`src/rtl/int_controller.sv`:
```
// Four-source prioritised interrupt controller: edge latching, enable mask,
// lowest-index arbitration and a request/ack/return handshake with the core.
module int_controller #(
  parameter int AW = 10
) (
  input  logic          clk,
  input  logic          reset,
  input  logic [3:0]    irq,
  input  logic [AW-1:0] vec0,
  input  logic [AW-1:0] vec1,
  input  logic [AW-1:0] vec2,
  input  logic [AW-1:0] vec3,
  input  logic          mask_we,
  input  logic [3:0]    mask_wd,
  input  logic          int_ack,
  input  logic          reti,
  output logic          int_req,
  output logic [AW-1:0] int_vec,
  output logic [1:0]    int_id,
  output logic          in_service,
  output logic [3:0]    pending,
  output logic [3:0]    mask
);

  typedef enum logic [1:0] {
    IDLE    = 2'd0,
    REQ     = 2'd1,
    SERVICE = 2'd2
  } state_t;

  state_t        state, state_nx;
  logic [3:0]    irq_d;
  logic [3:0]    eligible;
  logic [3:0]    rise;
  logic [3:0]    ack_clr;
  logic [1:0]    sel;
  logic [AW-1:0] sel_vec;
  logic          load_sel;
  logic          ack_take;

  assign eligible = pending & mask;
  assign rise     = irq & ~irq_d;

  always_comb begin
    sel = 2'd3;
    if (eligible[0])      sel = 2'd0;
    else if (eligible[1]) sel = 2'd1;
    else if (eligible[2]) sel = 2'd2;
  end

  always_comb begin
    case (sel)
      2'd0:    sel_vec = vec0;
      2'd1:    sel_vec = vec1;
      2'd2:    sel_vec = vec2;
      default: sel_vec = vec3;
    endcase
  end

  // Ack wins over a same-cycle loss of eligibility: the core has already
  // pushed its PC and jumped, so the handshake must complete.
  always_comb begin
    state_nx = state;
    load_sel = 1'b0;
    ack_take = 1'b0;
    case (state)
      IDLE: begin
        if (eligible != 4'b0000) begin
          state_nx = REQ;
          load_sel = 1'b1;
        end
      end
      REQ: begin
        if (int_ack) begin
          state_nx = SERVICE;
          ack_take = 1'b1;
        end else if (eligible == 4'b0000) begin
          state_nx = IDLE;
        end else begin
          load_sel = 1'b1;
        end
      end
      SERVICE: begin
        if (reti) state_nx = IDLE;
      end
      default: state_nx = IDLE;
    endcase
  end

  assign ack_clr = ack_take ? (4'b0001 << int_id) : 4'b0000;

  // A new edge is ORed in after the ack clear so a same-cycle set survives.
  always_ff @(posedge clk or posedge reset) begin
    if (reset) begin
      state   <= IDLE;
      irq_d   <= 4'b0000;
      pending <= 4'b0000;
      mask    <= 4'b0000;
      int_id  <= 2'd0;
      int_vec <= '0;
    end else begin
      state   <= state_nx;
      irq_d   <= irq;
      pending <= (pending & ~ack_clr) | rise;
      if (mask_we) mask <= mask_wd;
      if (load_sel) begin
        int_id  <= sel;
        int_vec <= sel_vec;
      end
    end
  end

  assign int_req    = (state == REQ);
  assign in_service = (state == SERVICE);

endmodule

```
`config.mk`:
```
export PLATFORM = sky130hd
export DESIGN_NAME = int_controller
export DESIGN_NICKNAME = d
export VERILOG_FILES = /design/src/rtl/int_controller.sv
export SDC_FILE = /design/constraint.sdc
export NUM_CORES = 1
export LEC_CHECK = 0
export ABC_AREA = 1
export CORE_ASPECT_RATIO = 1.75
export CORE_MARGIN = 2
export CORE_UTILIZATION = 42
export CTS_CLUSTER_DIAMETER = 200
export DETAILED_ROUTE_END_ITERATION = 10
export GPL_TIMING_DRIVEN = 0
export PLACE_DENSITY = 0.85
export SYNTH_ARGS = -nofsm -noshare
export SYNTH_HDL_FRONTEND = slang
export SYNTH_SLANG_ARGS = --single-unit
```
`constraint.sdc`:
```
create_clock -name clk -period 3 [get_ports clk]
set_clock_uncertainty 0.15 [all_clocks]
set_input_delay 0.6 -clock clk [delete_from_list [all_inputs] [get_ports clk]]
set_output_delay 0.6 -clock clk [all_outputs]
set_load 0.03 [all_outputs]
```
### Word-level counts from Yosys, hierarchy flattened

Index checks and enable logic that the tools add are counted.

| word-level totals | value |
|---|---|
| output and inout port bits | 22 |
| bits in registers | 26 |
| input port bits | 53 |
| word-level logic and storage cells | 41 |

| cells by class | value |
|---|---|
| shift-type cells | 1 |
| bitwise gates (word level) | 6 |
| equality and inequality tests | 7 |
| reduce and logical (&&, ||, !) cells | 5 |
| mux-type cells | 16 |

Operators with widths:

| cell | number |
|---|---|
| one-hot mux 10 bit (3 select lines) | 1 |
| bitwise AND 4 bit | 3 |
| 2-to-1 mux 2 bit | 6 |
| NOT 4 bit | 2 |
| 2-to-1 mux 1 bit | 6 |
| one-hot mux 2 bit (3 select lines) | 1 |
| == test 2 x 1 -> 1 bit, second input constant | 2 |
| == test 2 bit, second input constant | 2 |
| logical NOT 2 bit | 2 |
| logical NOT 4 bit | 1 |
| 2-to-1 mux 4 bit | 1 |
| != test 2 bit, second input constant | 2 |
| OR 4 bit | 1 |
| nonzero test 4 bit | 1 |
| << shifter 1 x 2 -> 4 bit, first input constant | 1 |
| != test 3 x 2 -> 1 bit, second input constant | 1 |
| AND reduction 3 bit | 1 |
| one-hot mux 1 bit (2 select lines) | 1 |

### Depth between registers and ports, before layout

| depth | value |
|---|---|
| depth in word-level cells | 6 |
| depth in mapped cells | 9 |
| depth with buffers taken out | 8 |

### Worst setup path before layout

No wires, ideal clock.

| timing path | value |
|---|---|
| path kind | reg2out |
| start | reg state[0] |
| end | out in_service |
| data required time | 2,250 ps |
| slack | 1,414 ps |
| stages on the path, launching flop included | 2 |
| arrival time | 836 ps |
| buffers on the path | 0 |
| cells stage by stage | dfrtp_1 nor2_1 |

| between the ends | value |
|---|---|
| cells in the longest elaborated chain, start to end | 1 |

Ends and longest elaborated chain:

| what | line | source |
|---|---|---|
| from (decl) | 31 | `state_t state, state_nx;` |
| from (signal assigned) | 102 | `state <= state_nx;` |
| == test 2 bit | 114 | `assign in_service = (state == SERVICE);` |
| to (decl) | 20 | `output logic in_service,` |

No other way between the ends.

### Worst setup path in the final report

Same ends and word-level chain as after synthesis.

==> flow_summary.ini <==
[detailed_routing]
remaining_drc_errors = 0
drt_iter0_drc = 29
vias = 1445
routed_wl_um = 3844
post_drt_wl_per_cell_um = 12.36
dr.pass1.iters = 4
routed_via_density = 4.646
ant_nets = 0

[global_route]
grt_pass1_wl_um = 5782
antenna_found_initial = 0
grt_pass1_vias = 1338
grt_max_degree = 27
grt_overflow_total = 0
grt_use_total = 0.2081

[setup_path]
crit_fanout = 3
worst-r2r-cell-count = 8
required_ns = 2.25
critPathCaptureType = output pin
crit_path_start = state[0]$_DFFE_PP0P_
start_kind = register
reg2reg_from = pending[0]$_DFF_PP0_
reg2reg_to = int_id[0]$_DFFE_PP0P_
crit_arrival_ns = 1.52
worstSetupPathType = register to output pin
crit_path_end = in_service
r2r_slack_ns = 1.52

[sta]
hold_viol_final = 0
rsz0062_at_grt = false
fin_crit_ns = 2.270
finalSetupTns_ns = 0
max_slew_margin = 0.3428
maxSlewViolCount = 0
clock.fmax_ghz = 0.4405
whs_ns = 0.2743
min_period_over_period = 0.7567
tightest_slew_ns = 0.9848
setup_viol = 0

[die]
die_width_um = 47.88
io_pins = 75
dieArea_um2 = 3868
rows = 27
core_area_um2 = 3176
die_h_um = 80.79
initial_utilization = 0.4456

[finish]
layout_commonest_cell = clkdlybuf4s50_1
fillers = 289
final_cell_mix = clkdlybuf4s50_1 (74), nand2_1 (66), dfrtp_1 (26), nand3_1 (24), inv_1 (23)
final_layout_size_suffix_gt1_frac = 0.1082
n_antenna_cell = 0
finalNetCount = 322
area_growth_pct = 60.04

[pwr]
ir_drop_v = 0.0006256
powerDensity_nw_per_um2 = 853.5
p_leak_nw = 1.100

[synthesis]
ys_types = 18
syn_area_per_cell_um2 = 7.448
netlist_top_cells_area = dfrtp_1 (46%), nand2_1 (18%), nand3_1 (8.5%)
yosys_warnings = 0
synth.largest_area_cell = dfrtp_1
postSynthCellCount = 190
synth_seq_area_share = 0.4598
synth_top_area_frac = 0.4598
yosys_register_bits = 26
syn_nets = 243
netlist_area_um2 = 1415

[clocking]
clkSinkCount = 26
clock_path_buffers = 2
clk_latency_ns = 0.27
cts_root_buffer = clkbuf_8
cts_buffers = 3
path_clk_slew_ns = 0.09
htree_levels = 1
ctsResizeCount = 0
hold_buffers = 0
cts_setup_buffers = 0
cts_tree = built

[placed_design]
gp_routability_congestion = 0.9019
io_buffers = 74
dp_hpwl_um = 3065

[flow_run]
cap_viol_max_count = 0

[min_path]
hold_path_class = register to register

[run_status]
status = complete, no violations
-- through the flow --
stage	instances	utilization	total power, mW	setup WS [ns]	instance area, um2
final	311	0.7132	1.933	0.7300	2265
after global routing	311	0.7132	2.084	0.6437	2265
after CTS	311	0.7132	1.957	0.7096	2265
after detailed placement	307	0.6958	1.723	0.9852	2210
after global placement	307	0.6958	1.708	0.9783	2210
after floorplan	190	-	1.299	1.414	1415
-- worst min-delay path by stage --
stage / start / to / slack (ns) / cells after the start
3_5_place_dp: irq_d[0]$_DFF_PP0_ / pending[0]$_DFF_PP0_ / 0.26 / 1
2_1_floorplan: irq_d[0]$_DFF_PP0_ / pending[0]$_DFF_PP0_ / 0.25 / 1
5_1_grt: irq_d[1]$_DFF_PP0_ / pending[1]$_DFF_PP0_ / 0.30 / 1
6_report: irq_d[0]$_DFF_PP0_ / pending[0]$_DFF_PP0_ / 0.27 / 1
4_1_cts: irq_d[0]$_DFF_PP0_ / pending[0]$_DFF_PP0_ / 0.28 / 1
3_3_place_gp: irq_d[0]$_DFF_PP0_ / pending[0]$_DFF_PP0_ / 0.26 / 1
-- layer usage --
metal / vias up / wire, um / GRT usage
met1: 647 / 1393 / 0.2268
li1: 744 / - / -
met4: 0 / 136 / 0.1027
met2: 41 / 2145 / 0.3627
met5: - / 0 / 0
met3: 13 / 169 / 0.03556
-- power by group --
| group | switching, mW | internal, mW | leakage [nW] | total (mW) |
|---|---|---|---|---|
| logic | 0.682 | 0.472 | 0.766 | 1.15 |
| clock network | 0.105 | 0.117 | 0.0288 | 0.223 |
| registers | 0.0843 | 0.473 | 0.305 | 0.557 |
| total | 0.871 | 1.06 | 1.10 | 1.93 |
-- state kept, by name, indices dropped and copies added, names as in the netlist --
| signal | count |
|---|---|
| int_vec | 10 |
| irq_d | 4 |
| mask | 4 |
| pending | 4 |
| int_id | 2 |
| state | 2 |
-- cell families after synthesis --
logic type / synth area share
AO/OA/AOI/OAI: 0.05394
AND/OR/NAND/NOR: 0.3528
multiplexers: 0.03183
buffers and inverters: 0.1017
flip-flops: 0.4598
-- Yosys cell counts, drive strengths merged --
| cell type | n |
|---|---|
| buf | 5 |
| dfrtp | 26 |
| inv | 27 |
| mux2 | 4 |
| nand2 | 72 |
| nand3 | 25 |
| nor2 | 19 |
| o21ai | 11 |
| o22ai | 1 |
-- area by class of cell --
cell class	count	area, um2	area share
well taps	43	53.80	0.02376
repair buffers	74	740.7	0.3271
multi-input cells	132	620.6	0.2740
flip-flops and latches	26	650.6	0.2873
plain buffers	5	42.54	0.01878
inverters	27	101.3	0.04475
clock buffers	4	55.05	0.02431
-- critical path, cell delays in order (launching register included) --
cell and delay (ns):
dfrtp_1 0.41, nor2_1 0.16, clkdlybuf4s50_1 0.69
Note: power is estimated with default switching activity, not from simulation.
